===== src/rtl/mulacc_cxu.sv =====
// Fixed-latency CXU-L1 multiply-accumulate unit with one accumulator per state context.
// Build option: define MULACC_CXU_SATURATE_EN for saturating MUL/MAC results.
module mulacc_cxu #(
  parameter int unsigned CXU_N_CXUS        = 1,
  parameter int unsigned CXU_N_STATES      = 1,
  parameter int unsigned CXU_LATENCY       = 0,
  parameter int unsigned CXU_RESET_LATENCY = 0,
  parameter int unsigned CXU_FUNC_ID_W     = 10,
  parameter int unsigned CXU_DATA_W        = 32
) (
  input  logic                                                       clk,
  input  logic                                                       rst,
  input  logic                                                       clk_en,
  input  logic                                                       req_valid,
  input  logic [((CXU_N_CXUS > 1) ? $clog2(CXU_N_CXUS) : 1)-1:0]     req_cxu,
  input  logic [((CXU_N_STATES > 1) ? $clog2(CXU_N_STATES) : 1)-1:0] req_state,
  input  logic [CXU_FUNC_ID_W-1:0]                                   req_func,
  input  logic [CXU_DATA_W-1:0]                                      req_data0,
  input  logic [CXU_DATA_W-1:0]                                      req_data1,
  output logic                                                       resp_valid,
  output logic [2:0]                                                 resp_status,
  output logic [CXU_DATA_W-1:0]                                      resp_data
);
  localparam int unsigned DW = CXU_DATA_W;
  localparam int unsigned PW = 2 * CXU_DATA_W;

  logic [DW-1:0] acc_q [CXU_N_STATES];
  logic [DW-1:0] acc_sel;
  logic [DW-1:0] acc_d;
  logic          acc_we;
  logic [PW-1:0] prod;
  logic [DW:0]   sum;
  logic          state_ok;
  logic          func_ok;
  logic [2:0]    status_d;
  logic [DW-1:0] data_d;
  logic          unused_ok;

  assign state_ok = 32'(req_state) < CXU_N_STATES;
  assign func_ok  = req_func < CXU_FUNC_ID_W'(4);
  assign acc_sel  = state_ok ? acc_q[req_state] : '0;
  assign prod     = PW'(req_data0) * PW'(req_data1);
  assign sum      = (DW+1)'(acc_sel) + (DW+1)'(prod[DW-1:0]);
  assign unused_ok = ^{req_cxu, prod[PW-1:DW], sum[DW], 1'(CXU_RESET_LATENCY)};

  // Result and accumulator write-back for the current request, from pre-update state.
  always_comb begin
    status_d = 3'd0;
    data_d   = '0;
    acc_we   = 1'b0;
    acc_d    = '0;
    if (!state_ok || !func_ok) begin
      status_d = 3'd1;
    end else begin
      case (req_func[1:0])
        2'd0: begin
          data_d = prod[DW-1:0];
`ifdef MULACC_CXU_SATURATE_EN
          if (|prod[PW-1:DW]) data_d = '1;
`endif
        end
        2'd1: begin
          acc_d = sum[DW-1:0];
`ifdef MULACC_CXU_SATURATE_EN
          if ((|prod[PW-1:DW]) || sum[DW]) acc_d = '1;
`endif
          acc_we = 1'b1;
          data_d = acc_d;
        end
        2'd2: data_d = acc_sel;
        default: begin
          data_d = acc_sel;
          acc_we = 1'b1;
        end
      endcase
    end
  end

  always_ff @(posedge clk) begin
    if (rst) begin
      for (int unsigned i = 0; i < CXU_N_STATES; i++) acc_q[i] <= '0;
    end else if (clk_en && req_valid && acc_we) begin
      acc_q[req_state] <= acc_d;
    end
  end

  if (CXU_LATENCY == 0) begin : g_comb
    assign resp_valid  = req_valid && clk_en;
    assign resp_status = status_d;
    assign resp_data   = data_d;
  end else begin : g_pipe
    logic          vld_q [CXU_LATENCY];
    logic [2:0]    sts_q [CXU_LATENCY];
    logic [DW-1:0] dat_q [CXU_LATENCY];

    // Response pipeline; every stage advances only on enabled cycles.
    always_ff @(posedge clk) begin
      if (rst) begin
        for (int unsigned i = 0; i < CXU_LATENCY; i++) begin
          vld_q[i] <= 1'b0;
          sts_q[i] <= '0;
          dat_q[i] <= '0;
        end
      end else if (clk_en) begin
        vld_q[0] <= req_valid;
        sts_q[0] <= status_d;
        dat_q[0] <= data_d;
        for (int unsigned i = 1; i < CXU_LATENCY; i++) begin
          vld_q[i] <= vld_q[i-1];
          sts_q[i] <= sts_q[i-1];
          dat_q[i] <= dat_q[i-1];
        end
      end
    end

    assign resp_valid  = vld_q[CXU_LATENCY-1];
    assign resp_status = sts_q[CXU_LATENCY-1];
    assign resp_data   = dat_q[CXU_LATENCY-1];
  end

endmodule


===== config.mk =====
export PLATFORM = sky130hd
export DESIGN_NAME = mulacc_cxu
export DESIGN_NICKNAME = d
export VERILOG_FILES = /design/src/rtl/mulacc_cxu.sv
export SDC_FILE = /design/constraint.sdc
export NUM_CORES = 1
export LEC_CHECK = 0
export CORE_MARGIN = 2
export CORE_UTILIZATION = 58
export CTS_BUF_LIST = sky130_fd_sc_hd__clkbuf_8
export CTS_CLUSTER_DIAMETER = 120
export CTS_CLUSTER_SIZE = 20
export DETAILED_ROUTE_END_ITERATION = 7
export GPL_TIMING_DRIVEN = 0
export PLACE_DENSITY_LB_ADDON = 0.25
export SLEW_MARGIN = 20
export SYNTH_ARGS = -nofsm -noshare
export SYNTH_HDL_FRONTEND = slang
export SYNTH_SLANG_ARGS = --single-unit

===== constraint.sdc =====
create_clock -name clk -period 20 [get_ports clk]
set_input_delay 6 -clock clk [delete_from_list [all_inputs] [get_ports clk]]
set_output_delay 6 -clock clk [all_outputs]
set_load 0.1 [all_outputs]

==> After elaboration in Yosys (flattened, before gate mapping) <==
Memory sizes are Yosys's and may differ from the RTL's.
Index checks and enable logic that the tools add are counted.
{ "classes": {"reduce_logical": 8, "n_mul": 1, "add_sub_neg": 1, "order_cmp": 2, "muxes": 15, "n_eq_ne": 2} }
{ "ops": {"columns": ["cell", "n"], "rows": [
  ["$mux 32", 5],
  ["$pmux 32 s2", 1],
  ["$add 32x32->32", 1],
  ["$mul 32x32->32", 1],
  ["$reduce_or 32->1", 1],
  ["$lt 10x3->1 const B", 1],
  ["$mux 1", 9],
  ["$eq 2x1->1 const B", 1],
  ["$eq 2x2->1 const B", 1],
  ["$logic_and 1x1->1", 2],
  ["$logic_not 1->1", 2],
  ["$logic_not 2->1", 1],
  ["$reduce_or 2->1", 1],
  ["$logic_or 1x1->1", 1],
  ["$lt 1x1->1 const B", 1]
]} }
{ "totals": {"ramBits": 32, "register_bits": 0, "mem_count": 1} }
{ "mem_list": {"columns": ["memory", "words", "word_bits", "rd", "rd_ports_with_merged_regs", "write_ports", "line", "source"], "rows": [
  ["acc_q", 1, 32, 1, 0, 1, "27", "logic [DW-1:0] acc_q [CXU_N_STATES];"]
]} }

==> Logic depth before layout (Yosys ltp) <==
Gate-level depths: netlist of the first run.
{ "depth": {"word_depth": 10, "ltp_mapped": 36} }

==> Worst setup path after synthesis of the first run <==
OpenSTA, ideal clock, no wires.
{ "synth_path": {"kind": "in2out", "start": "input port req_data1[3]", "end": "output port resp_data[27]", "path_slack_ns": -1.774, "t_required_ns": 14.000, "n_path_buf": 2, "t_arrival_ns": 15.774, "cell_stages": 32, "path_cell_list": "clkbuf_1 clkbuf_1 and2_1 fa_1 inv_1 fa_1 fa_1 fa_1 inv_1 fa_1 inv_1 fa_1 inv_1 fa_1 fa_1 ha_1 o211ai_1 o21ai_0 and2_1 a21oi_2 a21oi_1 nor3_1 nor2_1 ha_1 a21o_1 a21oi_1 o211ai_1 a22o_1 a211oi_4 xnor2_1 nand2_1 a311oi_1"} }
{ "synth_between": {"elab_chain_cells": 4} }
{ "synth_rtl": {"columns": ["item", "line", "source"], "rows": [
  ["start, declared", "19", "input logic [CXU_DATA_W-1:0] req_data1,"],
  ["$mul 32x32->32 *", "42", "assign prod = PW'(req_data0) * PW'(req_data1);"],
  ["$add 32x32->32", "43", "assign sum = (DW+1)'(acc_sel) + (DW+1)'(prod[DW-1:0]);"],
  ["$pmux 32 s2 *", "55", "case (req_func[1:0])"],
  ["$mux 32 *", "52", "if (!state_ok || !func_ok) begin"],
  ["end, declared", "22", "output logic [CXU_DATA_W-1:0] resp_data"]
]} }
Every way passes the cells marked *; elsewhere a longest branch is shown, timed or not.

==> Final worst setup path of the first run <==
{ "layout_path": {"start": "input port req_data0[9]", "end": "output port resp_data[31]"} }
{ "layout_between": {"elab_chain_cells": 4} }
{ "layout_rtl": {"columns": ["item", "line", "source"], "rows": [
  ["start, declared", "18", "input logic [CXU_DATA_W-1:0] req_data0,"],
  ["$mul 32x32->32 *", "42", null],
  ["$add 32x32->32", "43", null],
  ["$pmux 32 s2 *", "55", null],
  ["$mux 32 *", "52", null]
]} }
Marks and branches as above.

==> flow_metrics.py, run 1 <==
metrics = {
    "status": {
        "status": "finished, violations left",
        "violations": "negative setup slack",
    },
    "worst_setup_path": {
        "path_class": "primary input to primary output",
        "crit_top_cell": "fa_1",
        "startpoint_type": "primary input",
        "endpoint_kind": "primary output",
        "required_ns": 14.00,
        "arrival_ns": 14.34,
        "crit_path_max_incr_delay_ns": 0.55,
        "crit_slowest_cell": "fa_1",
        "cp_max_fo": 8,
    },
    "cells_and_area": {
        "nets": 3111,
        "multi_input_area_um2": 17900,
        "n_fill_cell": 2441,
        "final_util_pct": 72.1,
        "drive_gt1_share_pct": 17.6,
        "ff_latch_area_um2": 961,
        "reg_top3": "acc_q x32",
        "syn_to_final_growth_pct": 22.5,
        "n_antenna_cell": 0,
        "largest_register_ffs": 32,
        "top_register": "acc_q",
    },
    "floorplan": {
        "num_io_pins": 116,
        "core_area_um2": 33400,
        "die_area_um2": 35400,
        "die_h_um": 188,
        "rows": 67,
        "die_w_um": 188,
        "start_util_pct": 58.8,
    },
    "job": {
        "max_cap_viol_count": 0,
    },
    "route": {
        "viasPerCell": 5.90,
        "post_drt_wl_per_cell_um": 23.0,
        "vias": 17199,
        "drtAntennaViolNets": 0,
        "drtIter0Drc": 1711,
        "drt_wl_total_mm": 67.1,
        "drt_first_pass_iters": 5,
        "drc": 0,
    },
    "timing": {
        "worst_slew_pin_slew_ns": 0.993,
        "fin_crit_sh_pct": 102,
        "drv_slew": 0,
        "finalHoldViolCount": 0,
        "finClkSkew_ns": 0.0213,
        "final.setup.tns_ns": -0.809,
        "post-route-min-period_ns": 20.34,
        "postLayoutSetupSlackWorst_ns": -0.339,
        "relSlewSlack_pct": 33.6,
        "rsz0062_at_grt": "yes",
        "clock.fmax_mhz": 49.2,
        "finalSetupViolations": 7,
    },
    "clock_tree": {
        "htree_levels": 2,
        "cts.sinks": 32,
        "path_clk_slew_ns": 0.07,
        "cts_buffers": 5,
        "cts_tree": "built",
        "cts-root-buf": "clkbuf_8",
        "cts_max_path_buffers": 2,
        "clkLatencyLatePin_ns": 0.31,
    },
    "yosys": {
        "synth_flop_cell": "edfxtp_1",
        "ys_types": 67,
        "synth_edf_count": 32,
        "synthArstFlopShare_pct": 0,
        "ys_ff_latch": 32,
        "avgSynthCellArea_um2": 8.71,
        "ys_seq_area_share_pct": 4.88,
        "netlist_instances": 2260,
        "synth_warnings": 0,
        "synth_area_um2": 19700,
    },
    "global_route": {
        "grt_pass1_vias": 17855,
        "grt_util_met2_pct": 57.8,
        "antenna_found_initial": 3,
        "grt_use_met3_pct": 10.6,
        "grt_pass1_wl_mm": 101,
        "grt_max_degree": 33,
        "grt_usage_pct": 37.6,
        "globalRoute.totalOverflow": 0,
        "top_usage_layer": "met2",
        "grt_util_met1_pct": 51.4,
    },
    "placed_design": {
        "dp_hpwl_mm": 51.1,
        "finalWeightedCongestion": 1.01,
        "portBuffers": 104,
    },
    "hold_path": {
        "hp-class": "register to register",
    },
}
## cells by family (layout without fill, tap and decap cells)
family          count (synthesis)  after routing  share of synthesized area, %
fa+ha+maj                     564            564                          51.5
other cells                     1              2                        0.0191
simple gates                  797            797                          20.5
xor+xnor                      103            103                          4.58
flops                          32             32                          4.88
compound gates                218            218                          7.82
mux                             9              9                         0.458
buf+inv                       536            742                          10.3
## timing repair
item,4_1_cts,5_1_grt
pin swaps,76,112
hold buffers,0,0
buffers inserted,52,46
resized for setup,499,235
setup endpoints to repair,22,22
cloned,4,2
endpoints found under the hold margin,0,0
## worst max-delay path: cells and delay by family
family	cells	cell delay, ns
mux	1	0.20
compound gates	9	1.64
simple gates	6	1.14
xor+xnor	1	0.12
buf+inv	7	0.96
fa+ha+maj	10	4.23
## metal layers
layer	part of all wire, %	up-vias
met2	45	1054
met1	39	8621
met3	12	218
met5	0.019	-
met4	4.6	2
li1	-	7304
## placed cells by master (no fill, tap or decap), drive strengths merged, types with 4 or more instances in the layout
cell type        n
xnor2           78
a21o            20
nand2b           6
o21ai           32
ha             155
o21a            18
a211oi          31
mux2i            9
o211ai          11
and4            13
fa             409
nand3           18
dlygate4sd2      4
clkbuf         100
xor2            25
a31oi            5
a21oi           58
nand2          300
nor4             4
buf            163
nor2            85
edfxtp          32
and2           282
a311oi           6
inv            421
or3              6
and3             6
o31a             5
or2              5
clkdlybuf4s50   45
o21bai           5
nor3            24
nor2b           38
o31ai            6
## synth_stat cells, types with 6 or more instances
cell type | n | area share [%]
nor2b_1 | 38 | 1.2
ha_1 | 155 | 9.9
o21ai_0 | 25 | 0.64
a211oi_1 | 28 | 1.1
edfxtp_1 | 32 | 4.9
mux2i_1 | 9 | 0.46
o21a_1 | 18 | 0.69
a21oi_1 | 57 | 1.4
a311oi_1 | 6 | 0.27
o211ai_1 | 9 | 0.34
and4_1 | 13 | 0.58
and2_1 | 282 | 9.0
nand3_1 | 18 | 0.46
clkbuf_1 | 109 | 2.1
inv_1 | 420 | 8.0
nand2b_1 | 6 | 0.19
xnor2_1 | 78 | 3.5
nand2_1 | 299 | 5.7
xor2_1 | 25 | 1.1
a21o_1 | 20 | 0.76
nor3_1 | 24 | 0.61
and3_1 | 6 | 0.19
fa_1 | 409 | 42
nor2_1 | 85 | 1.6
o21ai_1 | 6 | 0.15
## metrics by stage
| stage | instance area [um^2] | std cells | hold slack [ns] | setup WS [ns] |
|---|---|---|---|---|
| 2_1_floorplan | 20000 | 2261 | 0.813 | -0.767 |
| 3_3_place_gp | 21600 | 2813 | 0.833 | -2.51 |
| 3_5_place_dp | 21600 | 2813 | 0.855 | -2.55 |
| 4_1_cts | 23000 | 2871 | 0.877 | -0.285 |
| 5_1_grt | 24100 | 2915 | 0.939 | -0.566 |
| 6_report | 24100 | 2915 | 0.887 | -0.339 |
## layout make-up
cell class / count / share of cell area (%)
Inverter: 421 / 6.55
Sequential cell: 32 / 3.99
Buffer: 109 / 4.89
Clock buffer: 5 / 0.285
Multi-Input combinational cell: 1693 / 74.1
Tap cell: 448 / 2.32
Timing Repair Buffer: 205 / 7.85
Clock inverter: 2 / 0.0311
## final timing paths
check                                                from                         end  slack [ns]  depth (start not counted)
worst max-delay path                         req_data0[9]               resp_data[31]       -0.34                         34
worst max register to register  acc_q[0][0]$_SDFFCE_PP0P_  acc_q[0][20]$_SDFFCE_PP0P_       16.27                         14
worst min-delay path            acc_q[0][1]$_SDFFCE_PP0P_   acc_q[0][1]$_SDFFCE_PP0P_        0.89                          3
worst min register to register  acc_q[0][1]$_SDFFCE_PP0P_   acc_q[0][1]$_SDFFCE_PP0P_        0.89                          3
Power of run 1 is left out: the tool's default activity adds up to more than one toggle a clock period on the data nets, which glitch-free logic cannot reach.
==> run 2, diff against run 1 <==
Settings changed: PLACE_DENSITY set to 0.86, PLACE_DENSITY_LB_ADDON 0.25 to unset.
==> run 2 against run 1 <==
Compared with the run above: via count rose by 5.4%; the run still ends with negative setup slack left; sequential share of layout area fell by 0.075 points; register-to-register slack barely moved; flip-flop and latch count did not move; die area did not move; critical path depth rose by 1; critical endpoint unchanged.
==> flow_metrics.py, run 2 (same netlist as run 1, synthesis figures left out) <==
metrics = {
    "status": {
        "status": "finished, violations left",
        "violations": "negative setup slack",
    },
    "timing": {
        "finClkSkew_ns": 0.00629,
        "relSlewSlack_pct": 31.3,
        "rsz0062_at_grt": "yes",
        "postLayoutSetupSlackWorst_ns": -0.385,
        "worst_slew_pin_slew_ns": 1.03,
        "fin_crit_sh_pct": 102,
        "finalHoldViolCount": 0,
        "post-route-min-period_ns": 20.38,
        "clock.fmax_mhz": 49.1,
        "timing.hold.ws_ns": 0.886,
        "drv_slew": 0,
        "finalSetupViolations": 8,
    },
    "clock_tree": {
        "cts_tree": "built",
        "path_clk_slew_ns": 0.08,
        "htree_levels": 2,
        "cts-root-buf": "clkbuf_8",
        "clkLatencyLatePin_ns": 0.31,
        "cts.sinks": 32,
        "cts_buffers": 5,
        "cts_max_path_buffers": 2,
        "ctsHoldBuffers": 0,
    },
    "worst_setup_path": {
        "endpoint_kind": "primary output",
        "arrival_ns": 14.38,
        "reg2reg_from": "acc_q[0][0]$_SDFFCE_PP0P_",
        "crit_path_max_incr_delay_ns": 0.59,
        "crit_slowest_cell": "fa_1",
        "r2r-end": "acc_q[0][26]$_SDFFCE_PP0P_",
        "path_class": "primary input to primary output",
        "required_ns": 14.00,
        "startpoint_type": "primary input",
        "cp_max_fo": 5,
        "crit_top_cell": "fa_1",
        "ff2ff_path_depth": 15,
        "rrSetupSlack_ns": 16.27,
    },
    "floorplan": {
        "die_area_um2": 35400,
        "num_io_pins": 116,
        "die_h_um": 188,
        "die_w_um": 188,
        "core_area_um2": 33400,
        "rows": 67,
        "start_util_pct": 58.8,
    },
    "cells_and_area": {
        "final_common_cell": "inv_1",
        "top_register": "acc_q",
        "multi_input_area_um2": 18000,
        "nets": 3137,
        "reg_top3": "acc_q x32",
        "ff_latch_area_um2": 961,
        "final_cell_mix": "inv_1, fa_1, nand2_1",
        "largest_register_ffs": 32,
        "n_fill_cell": 2164,
        "syn_to_final_growth_pct": 24.9,
        "drive_gt1_share_pct": 20.1,
    },
    "hold_path": {
        "hp-start": "acc_q[0][1]$_SDFFCE_PP0P_",
        "min_to": "acc_q[0][1]$_SDFFCE_PP0P_",
        "hp-class": "register to register",
        "holdPathStages": 3,
    },
    "global_route": {
        "globalRoute.totalOverflow": 0,
        "grt_usage_pct": 38.1,
        "grt_pass1_wl_mm": 104,
        "grt_max_degree": 33,
        "antenna_found_initial": 0,
        "grt_pass1_vias": 18782,
    },
    "placed_design": {
        "finalWeightedCongestion": 0.990,
        "portBuffers": 104,
        "dp_hpwl_mm": 51.3,
    },
    "route": {
        "post_drt_wl_per_cell_um": 24.3,
        "drtIter0Drc": 1949,
        "drtAntennaViolNets": 0,
        "vias": 18135,
        "drt_first_pass_iters": 6,
        "drt_wl_total_mm": 71.6,
        "viasPerCell": 6.15,
        "drc": 0,
    },
    "job": {
        "max_cap_viol_count": 0,
    },
}
[run 2: cell types whose count changed in the layout (fill, tap and decap cells not counted), moves of 8 or more]
cell,previous run,this run
inv_1,411,399
and2_1,272,260
inv_2,10,23
fa_1,394,380
buf_6,19,33
and2_4,10,22
fa_2,15,29
buf_8,16,27
buf_4,102,123
clkbuf_8,30,18
clkbuf_4,15,7
[run 2: timing repair]
item / 4_1_cts / 5_1_grt
gates resized for setup: 491 / 336
setup buffers: 55 / 67
pin swaps: 85 / 175
setup endpoints to repair: 22 / 22
cloned: 3 / 5
[run 2: worst max path at each step]
stage / startpoint / to / slack (ns)
finish: req_data0[16] / resp_data[31] / -0.38
global route: req_data0[16] / resp_data[31] / -0.57
global placement: req_data0[12] / resp_data[31] / -2.44
detailed placement: req_data0[12] / resp_data[31] / -2.57
CTS: req_data1[3] / resp_data[31] / -0.31
floorplan: req_data1[4] / resp_data[24] / -0.77
[run 2: area by class of cell]
| class | instances | area share, % |
|---|---|---|
| Multi-Input combinational cell | 1693 | 73.1 |
| Timing Repair Buffer | 234 | 9.04 |
| Inverter | 421 | 6.43 |
| Buffer | 106 | 4.76 |
| Sequential cell | 32 | 3.91 |
| Tap cell | 448 | 2.28 |
| Clock buffer | 5 | 0.280 |
| Clock inverter | 3 | 0.158 |
| Antenna cell | 5 | 0.0509 |
[run 2: critical path, delay by kind of cell]
family	cells	cell delay (ns)
AND/OR/NAND/NOR	5	0.75
buffers and inverters	7	0.70
adder cells (fa/ha/maj)	10	4.64
AO/OA/AOI/OAI	13	2.25
[run 2: through the flow]
stage               instance area [um^2]  setup WS (ns)  instances  utilization (%)  setup TNS [ns]
floorplan                          20000         -0.767       2261                -           -2.03
global route                       24600         -0.565       2942             73.4           -3.37
global placement                   21600          -2.44       2813             64.5          -35.65
CTS                                23100         -0.309       2875             69.1          -0.896
finish                             24600         -0.385       2947             73.5           -1.62
detailed placement                 21600          -2.57       2813             64.5          -36.91
[run 2: routing by layer]
layer,vias up,part of all wire [%],GRT usage [%]
li1,7372,-,-
met2,1458,45,60.8
met3,427,14,11.2
met1,8878,34,48.2
met4,0,7.2,16.8
met5,-,0,0
Power of run 2 is left out for the same reason.
